**src/rtl/magnitude_compare_serial_if.sv**
```systemverilog
// -----------------------------------------------------------------------------
// magnitude_compare_serial_if
//
// Purpose:
//   Bundles the operand-side and result-side handshakes of the serial
//   magnitude comparator so the engine and its user share one typed bundle.
//
// Parameters:
//   WIDTH  operand width in bits (>= 2)
//   DIGIT  bits compared per clock (WIDTH must be a multiple of DIGIT)
//
// Signals:
//   in_valid   operand pair valid                 (master -> slave)
//   in_ready   engine can accept, IDLE only       (slave  -> master)
//   in_a       operand A                          (master -> slave)
//   in_b       operand B                          (master -> slave)
//   in_signed  1 = two's-complement compare       (master -> slave)
//   out_valid  result valid, held until accepted  (slave  -> master)
//   out_ready  consumer accepts result            (master -> slave)
//   out_gt     A > B                              (slave  -> master)
//   out_eq     A == B                             (slave  -> master)
//   out_lt     A < B                              (slave  -> master)
//   out_cycles digits examined for this result    (slave  -> master)
//   busy       engine is not idle                 (slave  -> master)
//
// Modports:
//   master  the block feeding operands and consuming results
//   slave   the compare engine
// -----------------------------------------------------------------------------
interface magnitude_compare_serial_if #(
  parameter int WIDTH = 8,
  parameter int DIGIT = 2
);

  localparam int K  = WIDTH / DIGIT;
  localparam int CW = $clog2(K) + 1;

  logic             in_valid;
  logic             in_ready;
  logic [WIDTH-1:0] in_a;
  logic [WIDTH-1:0] in_b;
  logic             in_signed;
  logic             out_valid;
  logic             out_ready;
  logic             out_gt;
  logic             out_eq;
  logic             out_lt;
  logic [CW-1:0]    out_cycles;
  logic             busy;

  // The user side drives operands and result acceptance.
  modport master (
    output in_valid,
    output in_a,
    output in_b,
    output in_signed,
    output out_ready,
    input  in_ready,
    input  out_valid,
    input  out_gt,
    input  out_eq,
    input  out_lt,
    input  out_cycles,
    input  busy
  );

  // The engine side drives readiness, the result and status.
  modport slave (
    input  in_valid,
    input  in_a,
    input  in_b,
    input  in_signed,
    input  out_ready,
    output in_ready,
    output out_valid,
    output out_gt,
    output out_eq,
    output out_lt,
    output out_cycles,
    output busy
  );

endinterface

```
**src/rtl/magnitude_compare_serial.sv**
```systemverilog
// -----------------------------------------------------------------------------
// magnitude_compare_serial
//
// Purpose:
//   Serial magnitude comparator. Accepts one WIDTH-bit operand pair at a time,
//   scans it MSB-first DIGIT bits per clock and reports exactly one of
//   greater-than / equal / less-than together with the number of digits that
//   were examined. Handles unsigned and two's-complement operands.
//
// Parameters:
//   WIDTH  operand width in bits (>= 2)
//   DIGIT  bits compared per clock; WIDTH must be a multiple of DIGIT
//
// Ports:
//   clk    rising-edge clock
//   rst_n  asynchronous active-low reset
//   bus    magnitude_compare_serial_if.slave handshake bundle:
//            in_valid/in_ready/in_a/in_b/in_signed  operand side
//            out_valid/out_ready/out_gt/out_eq/out_lt/out_cycles  result side
//            busy  engine not idle
//
// Build option:
//   CMP_EARLY_EXIT_EN  when defined, the scan stops at the first differing
//                      digit, so latency and out_cycles depend on the data.
//                      When undefined, every compare scans all K digits and
//                      reports out_cycles = K (constant-time operation).
//                      The gt/eq/lt result is the same either way.
// -----------------------------------------------------------------------------
module magnitude_compare_serial #(
  parameter int WIDTH = 8,
  parameter int DIGIT = 2
) (
  input  logic                           clk,
  input  logic                           rst_n,
  magnitude_compare_serial_if.slave      bus
);

  localparam int K  = WIDTH / DIGIT;
  localparam int CW = $clog2(K) + 1;
  // idx needs at least one bit even when the whole word is a single digit.
  localparam int IW = (K > 1) ? $clog2(K) : 1;

  localparam logic [IW-1:0] LAST_IDX = IW'(K - 1);
  localparam logic [CW-1:0] K_CYCLES = CW'(K);

  typedef enum logic [1:0] {
    IDLE = 2'd0,
    SCAN = 2'd1,
    DONE = 2'd2
  } state_t;

  state_t           state_q;
  logic [WIDTH-1:0] aSh_q;
  logic [WIDTH-1:0] bSh_q;
  logic [IW-1:0]    idx_q;
  logic             gt_q;
  logic             eq_q;
  logic             lt_q;
  logic             outValid_q;
  logic [CW-1:0]    cycles_q;

  logic [WIDTH-1:0] aSh_d;
  logic [WIDTH-1:0] bSh_d;
  logic [IW-1:0]    idx_d;
  logic [CW-1:0]    cyclesHere_d;
  logic [DIGIT-1:0] topA;
  logic [DIGIT-1:0] topB;
  logic             digitsDiffer;
  logic             aGreater;
  logic             lastDigit;
  logic             decided;

  // Capture values for a new operand pair. Flipping the sign bit of both
  // operands maps two's-complement order onto unsigned order, so the scan
  // itself never has to know about signedness.
  logic [WIDTH-1:0] aLoad;
  logic [WIDTH-1:0] bLoad;

  always_comb begin
    aLoad = {bus.in_a[WIDTH-1] ^ bus.in_signed, bus.in_a[WIDTH-2:0]};
    bLoad = {bus.in_b[WIDTH-1] ^ bus.in_signed, bus.in_b[WIDTH-2:0]};
  end

  // Per-digit datapath: look at the top digit of each shift register,
  // decide whether they differ and which is larger, and prepare the
  // shifted registers, the next digit index and the digit count that
  // would be reported if the scan stopped at this digit.
  always_comb begin
    topA         = aSh_q[WIDTH-1 -: DIGIT];
    topB         = bSh_q[WIDTH-1 -: DIGIT];
    digitsDiffer = (topA != topB);
    aGreater     = (topA > topB);
    lastDigit    = (idx_q == LAST_IDX);
    decided      = gt_q | lt_q;
    aSh_d        = aSh_q << DIGIT;
    bSh_d        = bSh_q << DIGIT;
    idx_d        = idx_q + IW'(1);
    cyclesHere_d = CW'(idx_q) + CW'(1);
  end

  // Control FSM with registered result outputs.
  // IDLE waits for an operand pair, SCAN walks the digits MSB-first and
  // DONE holds the result until the consumer takes it. Only the first
  // differing digit sets gt/lt; once one of them is set, later digits
  // are still shifted through (in the constant-time build) but never
  // touch the flags again.
  always_ff @(posedge clk or negedge rst_n) begin
    if (!rst_n) begin
      state_q    <= IDLE;
      aSh_q      <= '0;
      bSh_q      <= '0;
      idx_q      <= '0;
      gt_q       <= 1'b0;
      eq_q       <= 1'b0;
      lt_q       <= 1'b0;
      outValid_q <= 1'b0;
      cycles_q   <= '0;
    end else begin
      case (state_q)
        IDLE: begin
          if (bus.in_valid) begin
            aSh_q    <= aLoad;
            bSh_q    <= bLoad;
            idx_q    <= '0;
            gt_q     <= 1'b0;
            eq_q     <= 1'b0;
            lt_q     <= 1'b0;
            cycles_q <= '0;
            state_q  <= SCAN;
          end
        end

        SCAN: begin
          if (digitsDiffer && !decided) begin
            gt_q <= aGreater;
            lt_q <= ~aGreater;
          end
`ifdef CMP_EARLY_EXIT_EN
          if (digitsDiffer) begin
            cycles_q   <= cyclesHere_d;
            outValid_q <= 1'b1;
            state_q    <= DONE;
          end else begin
            aSh_q <= aSh_d;
            bSh_q <= bSh_d;
            idx_q <= idx_d;
            if (lastDigit) begin
              eq_q       <= 1'b1;
              cycles_q   <= K_CYCLES;
              outValid_q <= 1'b1;
              state_q    <= DONE;
            end
          end
`else
          aSh_q <= aSh_d;
          bSh_q <= bSh_d;
          idx_q <= idx_d;
          if (lastDigit) begin
            eq_q       <= ~decided & ~digitsDiffer;
            cycles_q   <= K_CYCLES;
            outValid_q <= 1'b1;
            state_q    <= DONE;
          end
`endif
        end

        DONE: begin
          if (bus.out_ready) begin
            outValid_q <= 1'b0;
            state_q    <= IDLE;
          end
        end

        default: begin
          outValid_q <= 1'b0;
          state_q    <= IDLE;
        end
      endcase
    end
  end

  // Every output is either a register or a decode of the state register,
  // so nothing on the input side reaches the outputs combinationally.
  always_comb begin
    bus.in_ready   = (state_q == IDLE);
    bus.busy       = (state_q != IDLE);
    bus.out_valid  = outValid_q;
    bus.out_gt     = gt_q;
    bus.out_eq     = eq_q;
    bus.out_lt     = lt_q;
    bus.out_cycles = cycles_q;
  end

endmodule

```
**src/flat_wrapper.sv**
```systemverilog
// flat-port wrapper written by rule: the top's interface ports become plain ports
module magnitude_compare_serial_flat 
#(
  parameter int WIDTH = 8,
  parameter int DIGIT = 2
)
  (clk, rst_n, bus_in_valid, bus_in_a, bus_in_b, bus_in_signed, bus_out_ready, bus_in_ready, bus_out_valid, bus_out_gt, bus_out_eq, bus_out_lt, bus_out_cycles, bus_busy);
  magnitude_compare_serial_if #(.WIDTH(WIDTH), .DIGIT(DIGIT)) bus_i ();
  input  logic clk;
  input  logic rst_n;
  input wire logic [$bits(bus_i.in_valid)-1:0] bus_in_valid;
  input wire logic [$bits(bus_i.in_a)-1:0] bus_in_a;
  input wire logic [$bits(bus_i.in_b)-1:0] bus_in_b;
  input wire logic [$bits(bus_i.in_signed)-1:0] bus_in_signed;
  input wire logic [$bits(bus_i.out_ready)-1:0] bus_out_ready;
  output wire logic [$bits(bus_i.in_ready)-1:0] bus_in_ready;
  output wire logic [$bits(bus_i.out_valid)-1:0] bus_out_valid;
  output wire logic [$bits(bus_i.out_gt)-1:0] bus_out_gt;
  output wire logic [$bits(bus_i.out_eq)-1:0] bus_out_eq;
  output wire logic [$bits(bus_i.out_lt)-1:0] bus_out_lt;
  output wire logic [$bits(bus_i.out_cycles)-1:0] bus_out_cycles;
  output wire logic [$bits(bus_i.busy)-1:0] bus_busy;
  assign bus_i.in_valid = bus_in_valid;
  assign bus_i.in_a = bus_in_a;
  assign bus_i.in_b = bus_in_b;
  assign bus_i.in_signed = bus_in_signed;
  assign bus_i.out_ready = bus_out_ready;
  assign bus_in_ready = bus_i.in_ready;
  assign bus_out_valid = bus_i.out_valid;
  assign bus_out_gt = bus_i.out_gt;
  assign bus_out_eq = bus_i.out_eq;
  assign bus_out_lt = bus_i.out_lt;
  assign bus_out_cycles = bus_i.out_cycles;
  assign bus_busy = bus_i.busy;
  magnitude_compare_serial #(.WIDTH(WIDTH), .DIGIT(DIGIT)) u_core (.clk(clk), .rst_n(rst_n), .bus(bus_i));
endmodule
```
**config.mk**
```make
export PLATFORM = sky130hd
export DESIGN_NAME = magnitude_compare_serial_flat
export DESIGN_NICKNAME = d
export VERILOG_FILES = /design/src/rtl/magnitude_compare_serial_if.sv /design/src/rtl/magnitude_compare_serial.sv /design/src/flat_wrapper.sv
export SDC_FILE = /design/constraint.sdc
export NUM_CORES = 1
export LEC_CHECK = 0
export BUFFER_PORTS_ARGS = -buffer_cell sky130_fd_sc_hd__buf_2
export CAP_MARGIN = 20
export CORE_ASPECT_RATIO = 0.75
export CORE_MARGIN = 3
export CORE_UTILIZATION = 51
export CTS_CLUSTER_DIAMETER = 60
export DETAILED_ROUTE_END_ITERATION = 12
export PLACE_DENSITY = 0.77
export SLEW_MARGIN = 20
export SYNTH_ARGS = -nofsm -noshare
export SYNTH_HDL_FRONTEND = slang
export SYNTH_SLANG_ARGS = --single-unit
export TNS_END_PERCENT = 30
```
**constraint.sdc**
```tcl
create_clock -name clk -period 1.49 [get_ports clk]
set_clock_uncertainty 0.1 [all_clocks]
set_input_delay 0 -clock clk [delete_from_list [all_inputs] [get_ports clk]]
set_output_delay 0 -clock clk [all_outputs]
set_load 0.1 [all_outputs]
```
==> flow_metrics.env, run 1 <==
export IMPL_synth_ff_type="dfrtp_1"
export IMPL_start_util_pct=57.1
export IMPL_status="finished with violations"
export IMPL_netlist_top_cells_count="dfrtp_1, nand2_1, o21ai_1, a22oi_1, o21ai_0"
export IMPL_synth_cell_type_count=29
export IMPL_syn_avg_cell_area_um2=9.92
export IMPL_root_buffer="clkbuf_4"
export IMPL_die_y_um=48.2
export IMPL_r2r_start="u_core.state_q[0]$_DFFE_PN0P_"
export IMPL_grt_max_degree=26
export IMPL_whs_ps=8.23
export IMPL_tightestPinTransition_ps=556
export IMPL_r2r_slack_ps=70
export IMPL_die_area_um2=3000
export IMPL_detail_route_antenna_nets=0
export IMPL_gr_usage_all_layers_pct=20.4
export IMPL_hold_class="in2reg"
export IMPL_worstSetupStartpoint="u_core.state_q[0]$_DFFE_PN0P_"
export IMPL_cts_sinks=25
export IMPL_finalNetCount=198
export IMPL_die_x_um=62.2
export IMPL_critical_path_arrival_ps=1420
export IMPL_via_count=1088
export IMPL_place_inst=180
export IMPL_dr_pass1_iters=4
export IMPL_period_minus_slack_ps=1520
export IMPL_ir_drop_mv=2.64
export IMPL_yosysSeqAreaShare_pct=51.7
export IMPL_totalWireLength_um=2790
export IMPL_synthArstFlopShare_pct=100
export IMPL_drv_cap=0
export IMPL_place_ws_ps=12.1
export IMPL_slew_headroom_pct=62.9
export IMPL_violations="negative setup slack"
export IMPL_timing_final_ws_setup_ps=-28.3
export IMPL_switching_power_mw=1.86
export IMPL_detail_route_iter0_violations=40
export IMPL_portBuffers=27
export IMPL_wl_per_cell_um=13.6
export IMPL_gp_congestion=0.811
export IMPL_drive_gt1_share_pct=28.3
export IMPL_p_int_mw=1.91
export IMPL_hold_viol_final=0
export IMPL_crit_fanout=5
export IMPL_end_kind="primary output"
export IMPL_cts_tree="built"
export IMPL_hpwl_um=1780
export IMPL_stdcell_count=205
export IMPL_fmax_mhz=659
export IMPL_ff2ff_path_depth=4
export IMPL_p_comb_share_pct=61.0
export IMPL_synthesis_instances=122
export IMPL_grt_ovfl_total=0
export IMPL_clk_latency_ps=330
export IMPL_start_kind="register"
export IMPL_place_area_um2=1420
export IMPL_clkTransAtPathRegs_ps=140
export IMPL_crit_end="bus_in_ready"
export IMPL_synth_top_cell_area_share_pct=51.7
export IMPL_area_delta_synth_final_pct=37.7
export IMPL_placementRows=14
export IMPL_mappedNetlistArea_um2=1210
export IMPL_r2r_end="u_core.bus.out_lt$_DFFE_PN0P_"
export IMPL_cts_max_level=1
export IMPL_drv_slew=0
export IMPL_cts_max_path_buffers=2
export IMPL_ys_ff_latch=25
export IMPL_fin_area_um2=1670
export IMPL_synth_area_leaders="dfrtp_1, a22oi_1, nand2_1, o21ai_1, ha_1"
export IMPL_synth_edf_count=0
export IMPL_pwr_share_clk_pct=8.5
export IMPL_critPathKind="reg2out"
export IMPL_antenna_found_initial=0
export IMPL_ys_warn_count=0
export IMPL_via_per_inst=5.31
export IMPL_swShare_pct=49.4
export IMPL_share_seq_of_total_power_pct=30.6
export IMPL_cts_buffers=3
export IMPL_cp_required_ps=1390
export IMPL_core_area_um2=2120
export IMPL_drc_errors=0
export IMPL_setup_viol=1
export IMPL_grt_setup_unrepaired="yes"
export IMPL_synth_top_area_cell="dfrtp_1"
export IMPL_grt_pass1_vias=1091
export IMPL_p_leak_nw=0.782
export IMPL_p_per_area_nw_per_um2=2260
export IMPL_synth_most_common_cell="dfrtp_1"
export IMPL_grt_pass1_wl_um=4680
export IMPL_diodes=0
export IMPL_io_pins=30
export IMPL_fin_crit_sh_pct=102
==> logic make-up (layout without fill, tap and decap cells) <==
kind of cell               Yosys count  in the layout  synth area share (%)
AOI/OAI and AO/OA                   44             44                  23.6
xor gates and xnor gates             2              2                  1.45
buffers and inverters               13             63                  6.10
muxes                                1              1                 0.931
other                                1              2                 0.310
and+or+nand+nor                     33             33                  12.8
DFF                                 25             25                  51.7
adders and majority gates            3              3                  3.10
==> worst min path at each step <==
stage                  from  slack (ps)                       endpoint  cells past startpoint
6_report       bus_in_valid           8    u_core.bSh_q[1]$_DFFE_PN0P_                      4
5_1_grt         bus_in_b[7]          50    u_core.bSh_q[7]$_DFFE_PN0P_                      4
4_1_cts        bus_in_valid           7    u_core.bSh_q[1]$_DFFE_PN0P_                      4
3_5_place_dp          rst_n         -70  u_core.bus.out_lt$_DFFE_PN0P_                      1
3_3_place_gp          rst_n         -80  u_core.bus.out_lt$_DFFE_PN0P_                      1
2_1_floorplan         rst_n        -400    u_core.aSh_q[0]$_DFFE_PN0P_                      0
==> per-layer routing <==
metal  global-route usage, %  vias to the layer above  part of all wire [%]
met4                    5.73                        0                  0.83
li1                        -                      528                     -
met5                       0                        -                     0
met2                    38.0                       34                    48
met3                    4.38                        4                   6.0
met1                    25.2                      522                    45
==> cell usage in the layout (no fill, tap or decap), drive strengths merged <==
| master | instances |
|---|---|
| nor2 | 3 |
| inv | 4 |
| nand2 | 17 |
| nor3 | 2 |
| dfrtp | 25 |
| ha | 3 |
| buf | 37 |
| o21a | 1 |
| dlygate4sd3 | 17 |
| nor2b | 5 |
| and2b | 2 |
| o31ai | 2 |
| or2 | 1 |
| mux2 | 1 |
| o21ai | 18 |
| a22oi | 10 |
| nand2b | 2 |
| nand3 | 1 |
| clkinv | 2 |
| xnor2 | 2 |
| conb | 2 |
| a21oi | 5 |
| clkbuf | 3 |
| o22ai | 1 |
| a221o | 2 |
| o21bai | 1 |
| a22o | 4 |
==> cell type report <==
type / count / area [um2]
multi-input combinational: 85 / 534
fill: 123 / 453
tap: 32 / 40.0
sequential: 25 / 627
inverter: 5 / 23.8
timing repair buffer: 54 / 414
clock inverter: 1 / 5.00
clock buffer: 3 / 22.5
==> metrics by stage <==
stage / util, % / TNS, ps / power (mW)
4_1_cts: 78.2 / -35.6 / 3.73
3_5_place_dp: 66.8 / 0 / 3.28
6_report: 78.6 / -28.3 / 3.77
5_1_grt: 78.6 / -170 / 4.03
3_3_place_gp: 66.8 / 0 / 3.22
2_1_floorplan: - / 0 / 2.77
==> state kept, by name, indices dropped and copies added, names as in the netlist <==
| name | count |
|---|---|
| u_core.aSh_q | 8 |
| u_core.bSh_q | 8 |
| u_core.bus.out_cycles | 1 |
| u_core.bus.out_eq | 1 |
| u_core.bus.out_gt | 1 |
| u_core.bus.out_lt | 1 |
| u_core.bus.out_valid | 1 |
| u_core.idx_q | 2 |
| u_core.state_q | 2 |
==> power by group through the flow <==
stage	combinational, mW	clock, mW	sequential [mW]
floorplan	1.23	0	1.54
global placement	2.09	0	1.14
detailed placement	2.12	0	1.16
CTS	2.28	0.323	1.13
global route	2.49	0.350	1.19
finish	2.30	0.319	1.15
==> critical path: stages, from the launching register on <==
cell and delay (ps):
dfrtp_2 480, buf_6 140, or2_4 250, clkinv_4 60, buf_12 160
==> what timing repair did <==
item                                   4_1_cts  5_1_grt
hold buffers                                17        0
pin swaps                                    1        3
endpoints found under the hold margin       42        0
setup buffers                                4        0
resized for setup                            3        4
setup endpoints to repair                   12       16
Note: power is estimated with default switching activity, not from simulation.
==> inputs of run 2 (changes only) <==
Settings changed: CELL_PAD_IN_SITES_DETAIL_PLACEMENT from default to 0, CELL_PAD_IN_SITES_GLOBAL_PLACEMENT from default to 1, CORE_UTILIZATION 51 to 39.
==> run 2 against run 1 <==
  * The flow now finishes without violations
  * Final area is 0.98% lower
  * Count of clock-buffer cells in the layout is 1 higher
  * Clock power is 27% higher
  * Routed wire length is 1.7% higher
  * First-iteration DRC count is 65% higher
  * Fmax is 4.4% higher
  * Register-to-register slack worse by 30 ps
  * Global-route usage is 4.2 points lower
  * Worst setup slack better by 64 ps
  * Hold slack better by 37 ps
  * Utilization is 19 points lower
  * Highest routed layer unchanged
==> flow_metrics.env, run 2 (same netlist as run 1, synthesis figures left out) <==
export IMPL_switching_power_mw=1.85
export IMPL_wl_per_cell_um=13.8
export IMPL_grt_max_degree=26
export IMPL_final_cell_mix="buf_2, dfrtp_1, nand2_1, dlygate4sd3_1, o21ai_1"
export IMPL_totalWireLength_um=2830
export IMPL_detail_route_antenna_nets=0
export IMPL_swShare_pct=49.0
export IMPL_start_util_pct=43.5
export IMPL_dr_pass1_iters=4
export IMPL_timing_final_ws_setup_ps=35.5
export IMPL_io_pins=30
export IMPL_clkTransAtPathRegs_ps=90
export IMPL_p_comb_share_pct=59.0
export IMPL_grt_pass1_wl_um=4770
export IMPL_slew_headroom_pct=62.2
export IMPL_pwr_share_clk_pct=10.7
export IMPL_hold_viol_final=0
export IMPL_die_y_um=54.2
export IMPL_antenna_found_initial=0
export IMPL_drc_errors=0
export IMPL_place_ws_ps=12.1
export IMPL_finalNetCount=195
export IMPL_hpwl_um=2030
export IMPL_fin_util_pct=59.3
export IMPL_whs_ps=45.4
export IMPL_diodes=0
export IMPL_p_per_area_nw_per_um2=2290
export IMPL_crit_fanout=13
export IMPL_nFillCells=254
export IMPL_grt_ovfl_total=0
export IMPL_die_x_um=70.3
export IMPL_critPathKind="reg2reg"
export IMPL_via_count=1078
export IMPL_cts_buffers=3
export IMPL_start_kind="register"
export IMPL_cts_sinks=25
export IMPL_cts_max_level=1
export IMPL_placementRows=16
export IMPL_reg_top3="u_core.aSh_q (8), u_core.bSh_q (8)"
export IMPL_gr_usage_all_layers_pct=16.2
export IMPL_via_per_inst=5.23
export IMPL_cts_max_path_buffers=2
export IMPL_fmax_mhz=688
export IMPL_core_area_um2=2780
export IMPL_fin_crit_sh_pct=97.6
export IMPL_drive_gt1_share_pct=25.3
export IMPL_critical_path_arrival_ps=1510
export IMPL_drv_cap=0
export IMPL_share_seq_of_total_power_pct=30.3
export IMPL_gp_congestion=0.774
export IMPL_grt_pass1_vias=1053
export IMPL_clk_latency_ps=270
export IMPL_ir_drop_mv=1.92
export IMPL_portBuffers=27
export IMPL_period_minus_slack_ps=1450
export IMPL_p_int_mw=1.93
export IMPL_setup_viol=0
export IMPL_hold_class="in2reg"
export IMPL_area_delta_synth_final_pct=36.4
export IMPL_end_kind="register"
export IMPL_grt_setup_unrepaired="yes"
export IMPL_tightestPinTransition_ps=566
export IMPL_drv_slew=0
export IMPL_cts_tree="built"
export IMPL_p_leak_nw=0.773
export IMPL_die_area_um2=3810
export IMPL_p_total_mw=3.78
export IMPL_cp_required_ps=1540
export IMPL_root_buffer="clkbuf_8"
export IMPL_status="finished clean"
export IMPL_detail_route_iter0_violations=66
-- run 2: area by class of cell --
type / count / area, um2 / share of cell area [%]
multi-input cells: 85 / 522 / 31.6
flip-flops and latches: 25 / 626 / 37.9
clock buffers: 4 / 45.0 / 2.73
inverters: 5 / 23.8 / 1.44
well taps: 36 / 45.0 / 2.73
repair buffers: 51 / 389 / 23.6
-- run 2: repair_timing --
item | CTS | global route
gates resized for setup | 0 | 2
pin swaps | 1 | 0
endpoints found under the hold margin | 41 | 0
endpoints found under the setup margin | 2 | 5
hold buffers | 16 | 0
buffers inserted | 1 | 0
-- run 2: worst max-delay path, stage by stage (launching register included) --
cell	delay (ps)
dfrtp_1	400
buf_4	150
o21bai_2	300
a221o_1	390
-- run 2: metrics by stage --
step | instances | area [um2] | TNS [ps]
after floorplan | 123 | 1220 | 0
after global placement | 185 | 1430 | 0
after detailed placement | 185 | 1430 | 0
after CTS | 206 | 1640 | 0
after global routing | 206 | 1650 | -69.3
final | 206 | 1650 | 0
-- run 2: final timing paths --
check,startpoint,slack (ps),cells after the start,to
max in group asynchronous,rst_n,760,2,u_core.aSh_q[2]$_DFFE_PN0P_
worst max register to register,u_core.state_q[1]$_DFFE_PN0P_,40,3,u_core.aSh_q[7]$_DFFE_PN0P_
worst min register to register,u_core.bSh_q[5]$_DFFE_PN0P_,400,2,u_core.bSh_q[5]$_DFFE_PN0P_
min in group asynchronous,rst_n,150,2,u_core.bus.out_gt$_DFFE_PN0P_
worst max-delay path,u_core.state_q[1]$_DFFE_PN0P_,40,3,u_core.aSh_q[7]$_DFFE_PN0P_
worst min-delay path,bus_in_valid,50,4,u_core.bSh_q[1]$_DFFE_PN0P_
-- run 2: per-layer routing --
metal	GRT usage, %	up-vias	routed length [um]
li1	-	522	-
met1	21.4	526	1340
met2	27.2	28	1350
met3	4.22	2	128
met4	3.82	0	17
met5	0	-	0
-- run 2: power groups by stage --
stage	combinational [mW]	sequential [mW]	clock, mW
finish	2.23	1.15	0.404
global route	2.43	1.18	0.439
CTS	2.22	1.14	0.422
detailed placement	2.17	1.16	0
global placement	2.12	1.13	0
floorplan	1.23	1.54	0
==> inputs of run 3 (changes only) <==
Settings changed: ABC_AREA from default to 1, CORE_ASPECT_RATIO 0.75 to 1.1, CORE_UTILIZATION 39 to 37, PLACE_DENSITY 0.77 to 0.76.
==> run 3 against run 2 <==
  * Highest routed layer unchanged
  * Hold slack gained 52 ps
  * Clock power down 21%
  * Count of clock-buffer cells in the layout is 1 lower
  * Via count down 0.74%
  * Critical path type is now reg2out
  * Combinational power decreased by 5%
==> flow_metrics.env, run 3 <==
export IMPL_synth_top_cell_area_share_pct=51.4
export IMPL_grt_pass1_vias=1071
export IMPL_synth_edf_count=0
export IMPL_slew_headroom_pct=62.5
export IMPL_whs_ps=97.5
export IMPL_swShare_pct=52.9
export IMPL_drc_errors=0
export IMPL_end_kind="primary output"
export IMPL_hpwl_um=1830
export IMPL_detail_route_iter0_violations=43
export IMPL_ff2ff_path_depth=7
export IMPL_drv_slew=0
export IMPL_final_cell_mix="nand2_1, buf_2, dfrtp_1, dlygate4sd3_1, nor2_1"
export IMPL_synth_ff_type="dfrtp_1"
export IMPL_p_per_area_nw_per_um2=2210
export IMPL_grt_ovfl_total=0
export IMPL_synth_most_common_cell="nand2_1"
export IMPL_post_cts_buffers=0
export IMPL_synth_cell_type_count=19
export IMPL_place_ws_ps=154
export IMPL_tightestPinTransition_ps=563
export IMPL_period_minus_slack_ps=1380
export IMPL_die_y_um=66.2
export IMPL_pwr_share_clk_pct=8.9
export IMPL_die_x_um=60.7
export IMPL_critical_path_arrival_ps=1280
export IMPL_timing_final_ws_setup_ps=105
export IMPL_placementRows=21
export IMPL_core_area_um2=3100
export IMPL_setup_viol=0
export IMPL_grt_setup_unrepaired="no"
export IMPL_portBuffers=27
export IMPL_area_delta_synth_final_pct=33.3
export IMPL_via_count=1070
export IMPL_ys_warn_count=0
export IMPL_wl_per_cell_um=11.3
export IMPL_crit_fanout=4
export IMPL_gr_usage_all_layers_pct=14.7
export IMPL_hold_class="in2async"
export IMPL_status="finished clean"
export IMPL_synthArstFlopShare_pct=100
export IMPL_cts_max_path_buffers=2
export IMPL_hold_viol_final=0
export IMPL_fin_crit_sh_pct=92.9
export IMPL_totalWireLength_um=2650
export IMPL_fin_area_um2=1620
export IMPL_mappedNetlistArea_um2=1220
export IMPL_cts_max_level=1
export IMPL_drv_cap=0
export IMPL_cts_buffers=3
export IMPL_switching_power_mw=1.90
export IMPL_r2r_end="u_core.bus.out_lt$_DFFE_PN0P_"
export IMPL_p_comb_share_pct=58.8
export IMPL_start_util_pct=39.3
export IMPL_critPathKind="reg2out"
export IMPL_tns_ps=0
export IMPL_r2r_slack_ps=140
export IMPL_grt_pass1_wl_um=4490
export IMPL_detail_route_antenna_nets=0
export IMPL_dr_pass1_iters=4
export IMPL_netlist_top_cells_count="nand2_1, dfrtp_1, nor2_1, a21oi_1"
export IMPL_syn_avg_cell_area_um2=8.12
export IMPL_clkTransAtPathRegs_ps=150
export IMPL_place_area_um2=1380
export IMPL_io_pins=30
export IMPL_reg_top3="u_core.aSh_q (8), u_core.bSh_q (8)"
export IMPL_p_leak_nw=0.851
export IMPL_root_buffer="clkbuf_4"
export IMPL_cp_required_ps=1390
export IMPL_r2r_start="u_core.bSh_q[7]$_DFFE_PN0P_"
export IMPL_die_area_um2=4020
export IMPL_gp_congestion=0.780
export IMPL_nFillCells=320
export IMPL_via_per_inst=4.57
export IMPL_synthesis_instances=150
export IMPL_start_kind="register"
export IMPL_diodes=0
export IMPL_antenna_found_initial=0
export IMPL_fmax_mhz=722
export IMPL_cts_sinks=25
export IMPL_share_seq_of_total_power_pct=32.4
export IMPL_synth_top_area_cell="dfrtp_1"
export IMPL_yosysSeqAreaShare_pct=51.4
export IMPL_cts_tree="built"
export IMPL_finalNetCount=225
export IMPL_synth_area_leaders="dfrtp_1, nand2_1, nor2_1, a21oi_1, o21ai_0"
export IMPL_ir_drop_mv=0.774
export IMPL_ys_ff_latch=25
export IMPL_grt_max_degree=26
export IMPL_p_int_mw=1.69
export IMPL_drive_gt1_share_pct=22.0
export IMPL_mostFrequentLayoutCell="nand2_1"
export IMPL_clk_latency_ps=320
==> run 3: worst max path at each step <==
stage,end,start,slack [ps]
6_report,bus_busy,u_core.state_q[1]$_DFFE_PN0P_,110
5_1_grt,bus_busy,u_core.state_q[1]$_DFFE_PN0P_,10
3_3_place_gp,u_core.bSh_q[6]$_DFFE_PN0P_,u_core.state_q[1]$_DFFE_PN0P_,150
2_1_floorplan,u_core.bus.out_valid$_DFFE_PN0P_,u_core.state_q[1]$_DFFE_PN0P_,-600
3_5_place_dp,u_core.bSh_q[6]$_DFFE_PN0P_,u_core.state_q[1]$_DFFE_PN0P_,150
4_1_cts,bus_busy,u_core.state_q[1]$_DFFE_PN0P_,40
==> run 3: power groups by stage <==
stage | combinational, mW | sequential (mW) | clock, mW
floorplan | 1.38 | 1.51 | 0
global placement | 2.04 | 1.17 | 0
CTS | 2.13 | 1.17 | 0.328
finish | 2.11 | 1.16 | 0.318
detailed placement | 2.07 | 1.18 | 0
global route | 2.36 | 1.21 | 0.360
==> run 3: metal layers <==
metal  vias to the layer above  routed length, um  GRT usage (%)
li1                        575                  -              -
met2                        15               1360           25.1
met5                         -                  0              0
met1                       478               1210           18.5
met3                         2                 63           2.54
met4                         0                 14           4.34
==> run 3: cells by family after synthesis <==
logic type      Yosys count  synth area share [%]
buf+inv                  17                  7.40
fa+ha+maj                 3                  3.08
flops                    25                  51.4
simple gates             78                  26.1
other cells               1                 0.308
compound gates           26                  11.7
==> run 3: worst max-delay path: stages, from the launching register on <==
cell and delay [ps]:
dfrtp_2 480, nor2_4 140, inv_1 70, clkbuf_4 280
==> run 3: what timing repair did <==
| item | 4_1_cts | 5_1_grt |
|---|---|---|
| hold buffers | 21 | 0 |
| gates resized for setup | 1 | 1 |
| hold endpoints to repair | 48 | 0 |
| endpoints found under the setup margin | 1 | 1 |
==> run 3: area by class of cell <==
type / instances / area (um2) / share of cell area [%]
Timing Repair Buffer: 50 / 365 / 22.5
Inverter: 12 / 45.0 / 2.78
Clock inverter: 1 / 7.51 / 0.463
Multi-Input combinational cell: 109 / 513 / 31.6
Sequential cell: 25 / 627 / 38.6
Tap cell: 34 / 42.5 / 2.62
Clock buffer: 3 / 22.5 / 1.39
==> run 3: stage by stage <==
stage / power (mW) / instances / util, %
finish: 3.59 / 234 / 52.3
floorplan: 2.89 / 151 / -
detailed placement: 3.25 / 209 / 44.4
global placement: 3.21 / 209 / 44.4
CTS: 3.62 / 234 / 52.3
global route: 3.93 / 234 / 52.3
